File: config.mk
export PLATFORM = sky130hd
export DESIGN_NAME = imem_loader
export DESIGN_NICKNAME = d
export VERILOG_FILES = /design/src/rtl/imem_loader.sv
export SDC_FILE = /design/constraint.sdc
export NUM_CORES = 1
export LEC_CHECK = 0
export ABC_AREA = 1
export CAP_MARGIN = 20
export CORE_UTILIZATION = 53
export CTS_BUF_LIST = sky130_fd_sc_hd__clkbuf_4 sky130_fd_sc_hd__clkbuf_8 sky130_fd_sc_hd__clkbuf_16
export CTS_CLUSTER_DIAMETER = 40
export CTS_CLUSTER_SIZE = 40
export DETAILED_ROUTE_END_ITERATION = 7
export PLACE_DENSITY = 0.87
export SYNTH_ARGS = -nofsm -noshare
export SYNTH_HDL_FRONTEND = slang
export SYNTH_SLANG_ARGS = --single-unit
File: constraint.sdc
create_clock -name clk -period 3.77 [get_ports clk]
set_input_delay 0.754 -clock clk [delete_from_list [all_inputs] [get_ports clk]]
set_output_delay 0.754 -clock clk [all_outputs]
set_load 0.005 [all_outputs]
File: src/rtl/imem_loader.sv
// imem_loader: receives a byte-stream program frame, assembles 12-bit
// instructions, writes them into instruction memory from address 0,
// verifies a trailing XOR checksum and releases the CPU only on success.
module imem_loader #(
   parameter int ADDR_W    = 10,
   parameter int INSTR_W   = 12,
   parameter int MAX_WORDS = 1024
) (
   input  logic               clk,
   input  logic               reset_loader,
   input  logic               start,
   input  logic [7:0]         rx_data,
   input  logic               rx_valid,
   output logic               rx_ready,
   output logic               imem_we,
   output logic [ADDR_W-1:0]  imem_waddr,
   output logic [INSTR_W-1:0] imem_wdata,
   output logic               cpu_hold,
   output logic               load_done,
   output logic               load_error,
   output logic [10:0]        words_loaded
);

   localparam logic [10:0] MAX_N = 11'(MAX_WORDS);

   typedef enum logic [3:0] {
      S_IDLE, S_LEN_LO, S_LEN_HI, S_INS_LO, S_INS_HI,
      S_WRITE, S_CHECK, S_DONE, S_ERROR
   } state_t;

   state_t      state, state_nxt;
   logic [7:0]  len_lo;
   logic [10:0] word_count;
   logic [7:0]  operand;
   logic [7:0]  acc;
   logic        xfer;
   logic        start_ok;
   logic [10:0] len_rx;
   logic        len_bad;

   assign xfer     = rx_valid && rx_ready;
   assign start_ok = start && (state == S_IDLE || state == S_DONE || state == S_ERROR);
   assign len_rx   = {rx_data[2:0], len_lo};
   // Only LEN_HI[2:0] carries length; any higher bit set is a malformed frame.
   assign len_bad  = (rx_data[7:3] != 5'd0) || (len_rx == 11'd0) || (len_rx > MAX_N);

   // State register.
   always_ff @(posedge clk) begin
      if (reset_loader) state <= S_IDLE;
      else              state <= state_nxt;
   end

   // Next-state decode and state-derived strobes/levels.
   always_comb begin
      state_nxt  = state;
      rx_ready   = 1'b0;
      imem_we    = 1'b0;
      load_done  = 1'b0;
      load_error = 1'b0;
      case (state)
         S_IDLE: begin
            if (start) state_nxt = S_LEN_LO;
         end
         S_LEN_LO: begin
            rx_ready = 1'b1;
            if (rx_valid) state_nxt = S_LEN_HI;
         end
         S_LEN_HI: begin
            rx_ready = 1'b1;
            if (rx_valid) state_nxt = len_bad ? S_ERROR : S_INS_LO;
         end
         S_INS_LO: begin
            rx_ready = 1'b1;
            if (rx_valid) state_nxt = S_INS_HI;
         end
         S_INS_HI: begin
            rx_ready = 1'b1;
            if (rx_valid) state_nxt = (rx_data[7:4] != 4'd0) ? S_ERROR : S_WRITE;
         end
         S_WRITE: begin
            imem_we   = 1'b1;
            state_nxt = (words_loaded + 11'd1 == word_count) ? S_CHECK : S_INS_LO;
         end
         S_CHECK: begin
            rx_ready = 1'b1;
            if (rx_valid) state_nxt = (rx_data == acc) ? S_DONE : S_ERROR;
         end
         S_DONE: begin
            load_done = 1'b1;
            if (start) state_nxt = S_LEN_LO;
         end
         S_ERROR: begin
            load_error = 1'b1;
            if (start) state_nxt = S_LEN_LO;
         end
         default: state_nxt = S_IDLE;
      endcase
   end

   // Control outputs: write address/data, word counter and CPU hold.
   always_ff @(posedge clk) begin
      if (reset_loader) begin
         imem_waddr   <= '0;
         imem_wdata   <= '0;
         cpu_hold     <= 1'b1;
         words_loaded <= '0;
      end else begin
         // cpu_hold is registered so it falls one cycle after DONE is entered.
         cpu_hold <= !(state == S_DONE && !start);
         if (start_ok) words_loaded <= '0;
         else if (state == S_WRITE) words_loaded <= words_loaded + 11'd1;
         // Address and data are staged on the opcode byte so they are stable
         // throughout the single WRITE cycle.
         if (xfer && state == S_INS_HI && rx_data[7:4] == 4'd0) begin
            imem_waddr <= words_loaded[ADDR_W-1:0];
            imem_wdata <= INSTR_W'({rx_data[3:0], operand});
         end
      end
   end

   // Frame datapath: length, operand capture and running XOR checksum.
   always_ff @(posedge clk) begin
      if (start_ok) acc <= 8'd0;
      else if (xfer && state != S_CHECK) acc <= acc ^ rx_data;
      if (xfer && state == S_LEN_LO) len_lo <= rx_data;
      if (xfer && state == S_LEN_HI) word_count <= len_rx;
      if (xfer && state == S_INS_LO) operand <= rx_data;
   end

endmodule

==> tab_implementation.tex <==
\begin{tabular}{lr}
\hline
Metric & Value \\
\hline
\multicolumn{2}{l}{\textbf{Outcome}} \\
Status & finished, final reports clean \\
\multicolumn{2}{l}{\textbf{Worst hold path}} \\
Worst hold path type & register to register \\
\multicolumn{2}{l}{\textbf{Pwr}} \\
Leakage power & 1.56 nW \\
Total power & 1.91 mW \\
Areal power density over the cells & 478 nW/um\^{}2 \\
Worst supply voltage drop on vdd & 500 uV \\
\multicolumn{2}{l}{\textbf{GRT}} \\
GRT Util Overall & 24.6\% \\
Maximum number of pins on one net before global-route repair & 24 \\
Vias in the first global route & 2627 \\
Final global-route overflow total & 0 \\
Initial antenna violation count & 0 \\
First-pass GRT wire length & 11800 um \\
\multicolumn{2}{l}{\textbf{Clock tree}} \\
Clk\_lat worst skew & 0.35 ns \\
H-tree lvl count & 3 \\
Number of instances resized during post-cts repair & 0 \\
Clk buf depth & 2 \\
Worst-path clk slew & 0.08 ns \\
TritonCTS clock tree & yes \\
CTS buffer count & 9 \\
\# Post-CTS Setup Buffers & 0 \\
TritonCTS sink count & 73 \\
Master cell of the clock root buffer & sky130\_fd\_sc\_hd\_\_clkbuf\_8 \\
Hold bufs inserted after CTS & 0 \\
\multicolumn{2}{l}{\textbf{Critical path}} \\
Crit path largest cell delay & 0.51 ns \\
Endpoint kind of the worst setup timing path & primary output \\
Worst Path Max Fanout & 12 \\
Setup Crit Path Kind & register to primary output \\
Data required, critical path & 3.02 ns \\
Sequence of cells on the critical path & inv\_1 > nor2\_1 > nand2\_1 > inv\_1 > clkdlybuf4s50\_1 \\
CP Launch Type & register \\
Gate family responsible for the most delay along the worst path & buffers and inverters \\
Dominant cell type by count on the critical path & sky130\_fd\_sc\_hd\_\_inv\_1 \\
WP buf/inv & 3 \\
Slowest-stage cell, CP & sky130\_fd\_sc\_hd\_\_clkdlybuf4s50\_1 \\
Data arrival time at the worst-slack endpoint & 2.10 ns \\
\multicolumn{2}{l}{\textbf{Routing}} \\
DRT iter0 DRCs & 185 \\
1st-pass router iterations & 4 \\
Total via count after detailed routing & 2761 \\
Routed length per placed instance & 13.7 um \\
Count of antenna-violating nets left after detailed routing & 0 \\
Routed Wire Length & 7200 um \\
Number of remaining DRC errors & 0 \\
Vias/cell & 5.27 \\
\multicolumn{2}{l}{\textbf{STA}} \\
Worst-margin pin slew & 0.865 ns \\
Final TNS setup & 0 ns \\
Setup Viol. Count Final & 0 \\
Unrepaired setup endpoints after global routing & no \\
Worst slew margin & 42.1\% \\
Highest clock rate & 350 MHz \\
Fin crit share & 75.7\% \\
Period minus WS final & 2.85 ns \\
Final hold viol count & 0 \\
Worst Skew & 0.00665 ns \\
Max-slew violations & 0 \\
\multicolumn{2}{l}{\textbf{Floorplan}} \\
Number of top-level pins & 50 \\
Die ar. & 6440 um\^{}2 \\
Starting utilization of the core area & 54.8\% \\
Placeable Area & 5920 um\^{}2 \\
Die X-Extent & 80.2 um \\
Number of standard-cell rows in the floorplan & 28 \\
Vert. Die Dim & 80.2 um \\
\multicolumn{2}{l}{\textbf{Finish}} \\
Diode insertion count for antenna repair & 0 \\
\# fillers & 476 \\
Fraction of final layout cells with drive strength greater than 1 & 8.69\% \\
Number of nets in the layout & 457 \\
Final standard cell area without fillers & 4000 um\^{}2 \\
Synth-to-layout area growth & 23.4\% \\
\multicolumn{2}{l}{\textbf{Synth}} \\
Number of cells produced by synthesis & 389 \\
Async set-reset flop share out of synthesis & 0\% \\
Net Count, Synth & 402 \\
Sequential cell area fraction in the yosys report & 53.4\% \\
Area of the mapped netlist & 3240 um\^{}2 \\
Share of Yosys cell area claimed by the top area cell type & 28.4\% \\
Number of library cell types mapped by synthesis & 32 \\
Most frequently used flop master after synthesis & sky130\_fd\_sc\_hd\_\_dfxtp\_1 \\
Post-synth EDFFs & 27 \\
\#FFs+latches synth & 73 \\
Cell accounting for the most synthesized area & sky130\_fd\_sc\_hd\_\_dfxtp\_1 \\
Cell types occupying the most area after synthesis & sky130\_fd\_sc\_hd\_\_dfxtp\_1 (28\%), sky130\_fd\_sc\_hd\_\_edfxtp\_1 (25\%), sky130\_fd\_sc\_hd\_\_nand2\_1 (9.1\%) \\
Warnings, synthesis & 0 \\
Post-synthesis area per instance & 8.34 um\^{}2 \\
\multicolumn{2}{l}{\textbf{Run}} \\
Number of max-cap violations & 0 \\
\multicolumn{2}{l}{\textbf{Placement}} \\
Placed cell areas & 3800 um\^{}2 \\
I/O Buffers & 49 \\
Sum of net half-perimeters after detailed placement & 5250 um \\
Final weighted congestion in routability-driven placement & 0.918 \\
\hline
\end{tabular}
-- cells in the final DEF, fill, tap and decap left out, drive strengths merged, types with 2 or more instances in the layout --
master	Yosys	final
a211oi	2	2
edfxtp	27	27
inv	37	38
o21ai	32	32
a31oi	3	3
o22ai	3	3
buf	6	4
xnor2	3	3
nor3	7	7
clkdlybuf4s50	0	49
clkinvlp	0	2
xor2	11	11
or2	2	2
dfxtp	46	46
nand2	79	79
nor2	67	67
clkbuf	3	9
nand3	27	27
a21oi	27	27
nor4	2	2
nand3b	2	2
clkinv	0	3
-- flip-flops by register name, summed over array words and instances, names as in the netlist --
signal,flops
imem_waddr,10
cpu_hold,1
imem_wdata,12
state,4
words_loaded,11
operand,8
word_count,11
acc,8
len_lo,8
-- worst reg2reg max path, stage by stage (launching register included) --
cell                      delay (ns)
sky130_fd_sc_hd__dfxtp_1        0.48
sky130_fd_sc_hd__ha_1           0.23
sky130_fd_sc_hd__nand2_1        0.12
sky130_fd_sc_hd__nor2_2         0.23
sky130_fd_sc_hd__nand3_1        0.13
sky130_fd_sc_hd__nand2_1        0.11
sky130_fd_sc_hd__nand2_1        0.05
sky130_fd_sc_hd__nand2_1        0.06
sky130_fd_sc_hd__nand3_1        0.06
sky130_fd_sc_hd__nor2_1         0.20
sky130_fd_sc_hd__nand3_1        0.14
sky130_fd_sc_hd__nand2_1        0.08
sky130_fd_sc_hd__nand2_1        0.06
sky130_fd_sc_hd__a21oi_1        0.11
-- worst paths after layout --
path                                   to                         start  slack (ns)  cells after the start
setup / recovery                  imem_we         state[0]$_SDFFE_PP0P_        0.92                      5
hold / removal    word_count[2]$_DFFE_PP_           len_lo[2]$_DFFE_PP_        0.44                      0
setup reg to reg    state[2]$_SDFFE_PP0P_  words_loaded[0]$_SDFFE_PP0P_        1.64                     13
hold reg to reg   word_count[2]$_DFFE_PP_           len_lo[2]$_DFFE_PP_        0.44                      0
-- Yosys cell counts, drive strengths merged, types with 2 or more instances --
master / n
a211oi: 2
a21oi: 27
a31oi: 3
buf: 6
clkbuf: 3
dfxtp: 46
edfxtp: 27
inv: 37
nand2: 79
nand3: 27
nand3b: 2
nor2: 67
nor3: 7
nor4: 2
o21ai: 32
o22ai: 3
or2: 2
xnor2: 3
xor2: 11
-- kinds of logic after synthesis --
| group | synth area share, % |
|---|---|
| XOR/XNOR | 3.78 |
| flip-flops | 53.4 |
| buffers and inverters | 6.10 |
| adder cells (fa/ha/maj) | 0.386 |
| AND/OR/NAND/NOR | 25.4 |
| AO/OA/AOI/OAI | 10.9 |
-- layer usage --
metal | vias to the layer above | GRT usage [%] | part of all wire, %
met3 | 14 | 5.34 | 5.8
met4 | 0 | 11.8 | 1.4
met1 | 1257 | 30.8 | 44
li1 | 1391 | - | -
met5 | - | 0 | 0
met2 | 99 | 40.2 | 49
-- stage by stage --
step / instances / utilization [%] / worst slack [ns] / hold slack [ns]
6_report: 524 / 67.6 / 0.915 / 0.444
3_5_place_dp: 508 / 64.2 / 1.10 / 0.434
5_1_grt: 524 / 67.6 / 0.743 / 0.456
4_1_cts: 524 / 67.6 / 0.923 / 0.450
3_3_place_gp: 508 / 64.2 / 1.18 / 0.432
2_1_floorplan: 389 / - / 1.58 / 0.427
-- power breakdown --
| group | switching, mW | total, mW | internal, mW | leakage (nW) |
|---|---|---|---|---|
| Clock | 0.310 | 0.621 | 0.311 | 0.0960 |
| Sequential | 0.0491 | 0.931 | 0.882 | 0.615 |
| Combinational | 0.230 | 0.362 | 0.133 | 0.844 |
| Total | 0.589 | 1.91 | 1.33 | 1.56 |
-- layout make-up --
class	count	area (um^2)	share of cell area, %
Clock buffer	9	124	3.09
Clock inverter	7	80.1	2.00
Inverter	37	139	3.47
Multi-Input combinational cell	270	1310	32.8
Sequential cell	73	1730	43.3
Tap cell	75	93.8	2.34
Timing Repair Buffer	53	520	13.0
Power figures use the tool's default switching activity.
